**src/rtl/vga_timing_pkg.sv**
```systemverilog
// Default 640x480@60 raster constants shared by the VGA timing blocks.
package vga_timing_pkg;

    localparam int DEF_H_DISPLAY = 640;
    localparam int DEF_H_FRONT   = 16;
    localparam int DEF_H_SYNC    = 96;
    localparam int DEF_H_BACK    = 48;
    localparam int DEF_V_DISPLAY = 480;
    localparam int DEF_V_FRONT   = 10;
    localparam int DEF_V_SYNC    = 2;
    localparam int DEF_V_BACK    = 33;
    localparam int DEF_CLK_DIV   = 2;

    localparam int H_TOTAL = DEF_H_DISPLAY + DEF_H_FRONT + DEF_H_SYNC + DEF_H_BACK;
    localparam int V_TOTAL = DEF_V_DISPLAY + DEF_V_FRONT + DEF_V_SYNC + DEF_V_BACK;

    typedef logic [9:0] coord_t;

endpackage

```
**src/rtl/pixel_tick_gen.sv**
```systemverilog
// Pixel strobe: registered p_tick, high one clk in every CLK_DIV; first tick in cycle CLK_DIV-1.
// Latency: none beyond the register; backpressure: none, free-running.
module pixel_tick_gen #(
    parameter int CLK_DIV = 2
) (
    input  logic clk,
    input  logic rst_n,
    output logic p_tick
);

    localparam int CW = (CLK_DIV > 1) ? $clog2(CLK_DIV) : 1;
    localparam logic [CW-1:0] DIV_LAST = CW'(CLK_DIV - 1);

    logic [CW-1:0] div_cnt;

    // p_tick is registered so it is low during reset even when CLK_DIV is 1
    always_ff @(posedge clk or negedge rst_n) begin
        if (!rst_n) begin
            div_cnt <= '0;
            p_tick  <= 1'b0;
        end else begin
            p_tick  <= (div_cnt == DIV_LAST);
            div_cnt <= (div_cnt == DIV_LAST) ? '0 : div_cnt + CW'(1);
        end
    end

endmodule

```
**src/rtl/vga_sync_gen.sv**
```systemverilog
// VGA raster timing: counters, active-low syncs, video_on, frame_start; outputs registered, no backpressure.
// VGA_SYNC_ROM_ALIGN_EN delays hsync/vsync/video_on by one pixel period to line up with a synchronous font ROM.
module vga_sync_gen
    import vga_timing_pkg::*;
#(
    parameter int H_DISPLAY = DEF_H_DISPLAY,
    parameter int H_FRONT   = DEF_H_FRONT,
    parameter int H_SYNC    = DEF_H_SYNC,
    parameter int H_BACK    = DEF_H_BACK,
    parameter int V_DISPLAY = DEF_V_DISPLAY,
    parameter int V_FRONT   = DEF_V_FRONT,
    parameter int V_SYNC    = DEF_V_SYNC,
    parameter int V_BACK    = DEF_V_BACK,
    parameter int CLK_DIV   = DEF_CLK_DIV
) (
    input  logic   clk,
    input  logic   rst_n,
    output logic   p_tick,
    output coord_t pixel_x,
    output coord_t pixel_y,
    output logic   video_on,
    output logic   hsync,
    output logic   vsync,
    output logic   frame_start
);

    localparam int HT = H_DISPLAY + H_FRONT + H_SYNC + H_BACK;
    localparam int VT = V_DISPLAY + V_FRONT + V_SYNC + V_BACK;

    localparam coord_t H_LAST   = coord_t'(HT - 1);
    localparam coord_t V_LAST   = coord_t'(VT - 1);
    localparam coord_t H_VIS    = coord_t'(H_DISPLAY);
    localparam coord_t V_VIS    = coord_t'(V_DISPLAY);
    localparam coord_t HS_FIRST = coord_t'(H_DISPLAY + H_FRONT);
    localparam coord_t HS_LAST  = coord_t'(H_DISPLAY + H_FRONT + H_SYNC - 1);
    localparam coord_t VS_FIRST = coord_t'(V_DISPLAY + V_FRONT);
    localparam coord_t VS_LAST  = coord_t'(V_DISPLAY + V_FRONT + V_SYNC - 1);

    pixel_tick_gen #(
        .CLK_DIV (CLK_DIV)
    ) u_tick (
        .clk    (clk),
        .rst_n  (rst_n),
        .p_tick (p_tick)
    );

    coord_t x_nxt;
    coord_t y_nxt;
    logic   hs_nxt;
    logic   vs_nxt;
    logic   von_nxt;

    always_comb begin
        x_nxt = pixel_x;
        y_nxt = pixel_y;
        if (pixel_x == H_LAST) begin
            x_nxt = '0;
            y_nxt = (pixel_y == V_LAST) ? '0 : pixel_y + coord_t'(1);
        end else begin
            x_nxt = pixel_x + coord_t'(1);
        end
        hs_nxt  = !((x_nxt >= HS_FIRST) && (x_nxt <= HS_LAST));
        vs_nxt  = !((y_nxt >= VS_FIRST) && (y_nxt <= VS_LAST));
        von_nxt = (x_nxt < H_VIS) && (y_nxt < V_VIS);
    end

    logic hs_r;
    logic vs_r;
    logic von_r;

    // Decode is taken from the next position so syncs flip on the same edge as the coordinates
    always_ff @(posedge clk or negedge rst_n) begin
        if (!rst_n) begin
            pixel_x     <= H_LAST;
            pixel_y     <= V_LAST;
            hs_r        <= 1'b1;
            vs_r        <= 1'b1;
            von_r       <= 1'b0;
            frame_start <= 1'b0;
        end else begin
            frame_start <= p_tick && (x_nxt == '0) && (y_nxt == '0);
            if (p_tick) begin
                pixel_x <= x_nxt;
                pixel_y <= y_nxt;
                hs_r    <= hs_nxt;
                vs_r    <= vs_nxt;
                von_r   <= von_nxt;
            end
        end
    end

`ifdef VGA_SYNC_ROM_ALIGN_EN
    logic hs_d;
    logic vs_d;
    logic von_d;

    always_ff @(posedge clk or negedge rst_n) begin
        if (!rst_n) begin
            hs_d  <= 1'b1;
            vs_d  <= 1'b1;
            von_d <= 1'b0;
        end else if (p_tick) begin
            hs_d  <= hs_r;
            vs_d  <= vs_r;
            von_d <= von_r;
        end
    end

    assign hsync    = hs_d;
    assign vsync    = vs_d;
    assign video_on = von_d;
`else
    assign hsync    = hs_r;
    assign vsync    = vs_r;
    assign video_on = von_r;
`endif

endmodule
```
**config.mk**
```make
export PLATFORM = sky130hd
export DESIGN_NAME = vga_sync_gen
export DESIGN_NICKNAME = d
export VERILOG_FILES = /design/src/rtl/vga_timing_pkg.sv /design/src/rtl/pixel_tick_gen.sv /design/src/rtl/vga_sync_gen.sv
export SDC_FILE = /design/constraint.sdc
export NUM_CORES = 1
export LEC_CHECK = 0
export ABC_AREA = 1
export ABC_CLOCK_PERIOD_IN_PS = 5400
export CAP_MARGIN = 20
export CELL_PAD_IN_SITES_DETAIL_PLACEMENT = 1
export CELL_PAD_IN_SITES_GLOBAL_PLACEMENT = 1
export CORE_MARGIN = 2
export CORE_UTILIZATION = 40
export CTS_CLUSTER_DIAMETER = 40
export DETAILED_ROUTE_END_ITERATION = 7
export GPL_TIMING_DRIVEN = 0
export PLACE_DENSITY = 0.82
export SYNTH_ARGS = -nofsm -noshare
export SYNTH_HDL_FRONTEND = slang
export SYNTH_SLANG_ARGS = --single-unit
export TNS_END_PERCENT = 1
```
**constraint.sdc**
```tcl
create_clock -name clk -period 5.4 [get_ports clk]
set_input_delay 1.08 -clock clk [delete_from_list [all_inputs] [get_ports clk]]
set_output_delay 1.08 -clock clk [all_outputs]
set_load 0.02 [all_outputs]
```
==> metrics.md <==
| Metric | Value |
|---|---|
| Initial antenna violation count | `0` |
| Clk buf depth | `2` |
| Slowest cell on crit path | `clkdlybuf4s50_1` |
| Internal reg-to-reg setup slack | `3230 ps` |
| Layout Cells excl Fill | `359` |
| DRT iter0 DRCs | `104` |
| Critical Path Start Type | `flip-flop` |
| Yosys warnings | `0` |
| Global-route usage over all layers | `22.5%` |
| Power density over cell area | `147 nW/um^2` |
| CP delay by family, top | `buffers and inverters` |
| Outcome | `complete, no violations` |
| Worst Path Required | `4320 ps` |
| Register clock-pin slew on the reported worst setup and hold paths | `90 ps` |
| R2r startpoint | `pixel_x[1]` |
| Unrepaired setup endpoints after global routing | `no` |
| Io pins | `27` |
| Vias/cell | `5.19` |
| Total number of vias | `1,863` |
| Hold buffer count at cts | `0` |
| Setup_tns | `0 ps` |
| Ys flop type | `dfrtp_1` |
| CTS tree | `done` |
| R2R depth | `11` |
| Largest net degree at the start of global routing | `16` |
| Die X | `71.7 um` |
| # Post-CTS Setup Buffers | `0` |
| Fmax | `388 MHz` |
| Mapped cell area | `1830 sq um` |
| CP Max Fanout | `7` |
| R2R Path End | `vsync` |
| Synth top area share | `19.9%` |
| Final number of hold-violating endpoints | `0` |
| Cells after DPL | `355` |
| CTS Buf Count | `3` |
| # diodes | `0` |
| Routed WL | `5410 um` |
| Drt pass-1 iters | `4` |
| Final Cycle Share | `47.8%` |
| Post-CTS sizing | `0` |
| Worst Setup SP | `pixel_y[9]` |
| Actual slew at the worst max-slew pin | `687 ps` |
| Post-Syn Nets | `283` |
| Avg Inst Size Synth | `6.64 sq um` |
| Synthesized instance count | `276` |
| FP Rows | `24` |
| Vias in the first global route | `1,795` |
| Final Slew Violations | `0` |
| Critical Path Stages | `1` |
| Area leader, netlist | `nand2_1` |
| Final min period | `2580 ps` |
| Share of layout cells above drive strength 1 | `9.77%` |
| Post-synthesis sequential area ratio | `36.3%` |
| Crit-path cells | `clkdlybuf4s50_1` |
| Initial core utilization | `41.8%` |
| Crit-path max cell delay | `620 ps` |
| H-tree levels | `1` |
| Layout area overhead | `22.3%` |
| Slew HR | `54.0%` |
| Sink Count | `26` |
| LEAKAGE | `1.03 nW` |
| Port Buffers | `26` |
| Async S/R FF share, synth | `100%` |
| Critical path type | `reg -> out` |
| # DRC | `0` |
| Routability cong. | `0.851` |
| Crit. End Element | `primary output` |
| Post-synth EDFFs | `0` |
| Seq cells post-synth | `26` |
| Total die area | `5140 sq um` |
| WL/cell | `15.1 um` |
| Worst EP arrival | `1500 ps` |
| Post-detail-place hpwl | `4170 um` |
| Synth cell types | `27` |
| CP endpoint | `pixel_y[9]` |
| Root buffer cell | `clkbuf_8` |
| Worst Skew | `4.03 ps` |
| Grt ovf | `0` |
| Area contributors post-synth | `nand2_1 20%, dfrtp_1 19%, dfstp_2 17%` |
| First-pass GRT wire length | `9120 um` |
| Final ANT Viol Nets | `0` |
| Worst Hold Class | `reg -> reg` |
| VDD IR-drop max | `148 uV` |
| Final setup violating endpoints | `0` |
| Core Area | `4380 sq um` |
| Worst skew pair latency | `270 ps` |
| WP buf/inv | `1` |
| Die Y-Extent | `71.7 um` |
| Maxcap violations | `0` |
| Fin nets | `315` |
final cells by class:
class                   count  area [sq um]
repair buffers             27           288
fillers                   582          2140
inverters                  32           120
multi-input cells         209           985
well taps                  52          65.1
flip-flops and latches     26           666
clock buffers               4          55.1
plain buffers               9          62.6
how the worst min path moves through the flow:
stage / from / end / slack, ps / cells past startpoint
after global routing: u_tick.div_cnt / u_tick.p_tick / 410 / 0
after floorplan: u_tick.div_cnt / u_tick.p_tick / 350 / 0
after global placement: u_tick.div_cnt / u_tick.p_tick / 360 / 0
after detailed placement: u_tick.div_cnt / u_tick.p_tick / 380 / 0
final: u_tick.div_cnt / u_tick.p_tick / 400 / 0
after CTS: u_tick.div_cnt / u_tick.p_tick / 410 / 0
per-stage QoR:
| stage | instance area, sq um | setup slack [ps] | total power [W] | hold WS, ps | util (%) |
|---|---|---|---|---|---|
| floorplan | 1830 | 3500 | 0.000199 | 354 | - |
| global placement | 2160 | 2820 | 0.000203 | 363 | 49.2 |
| detailed placement | 2190 | 3120 | 0.000206 | 385 | 49.9 |
| CTS | 2240 | 2810 | 0.000335 | 407 | 51.1 |
| global route | 2240 | 2770 | 0.000341 | 415 | 51.1 |
| finish | 2240 | 2820 | 0.000330 | 403 | 51.1 |
sequential cells by signal, summed over array words and instances, names as in the netlist:
name,cells
pixel_x,10
vsync,1
frame_start,1
hsync,1
pixel_y,10
u_tick.p_tick,1
u_tick.div_cnt,1
video_on,1
kinds of logic after synthesis:
kind of cell	share of synthesized area [%]
xor gates and xnor gates	0.956
and+or+nand+nor	41.7
adders and majority gates	3.41
buffers and inverters	9.97
AOI/OAI and AO/OA	7.64
DFF	36.3
cells in the final DEF, fill, tap and decap left out, types with 2 or more instances in the layout:
master	n
clkdlybuf4s50_1	26
o21bai_1	2
nand4_1	8
nor2_1	30
inv_1	32
o21ai_0	21
ha_1	5
clkbuf_1	4
clkbuf_8	4
o21a_1	2
nor3_1	2
dfrtp_1	14
nand3_1	30
nand2_1	97
nand3_2	3
dfstp_2	12
buf_6	2
cells in the mapped netlist, types with 2 or more instances:
cell type  number
ha_1            5
dfrtp_1        14
nand3_1        30
dfstp_2        12
nor2_1         30
inv_1          32
nor3_1          2
o21bai_1        2
o21a_1          2
o21ai_0        21
nand4_1         8
clkbuf_1        4
nand2_1        97
nand3_2         3
buf_6           2
layer usage:
metal  vias to the layer above  GRT usage [%]  wire (um)
met3                         0           3.38        250
met4                         0           2.52          0
met2                        38           34.5       2500
met1                       887           34.5       2660
li1                        938              -          -
met5                         -              0          0
where the power goes:
part / leakage [nW] / switching, W / internal (W) / total, W
sequential: 0.311 / 0 / 0.000195 / 0.000195
clock: 0.0288 / 0.0000629 / 0.0000653 / 0.000128
combinational: 0.693 / 0.00000424 / 0.00000264 / 0.00000687
(Power assumes the default switching activity.)
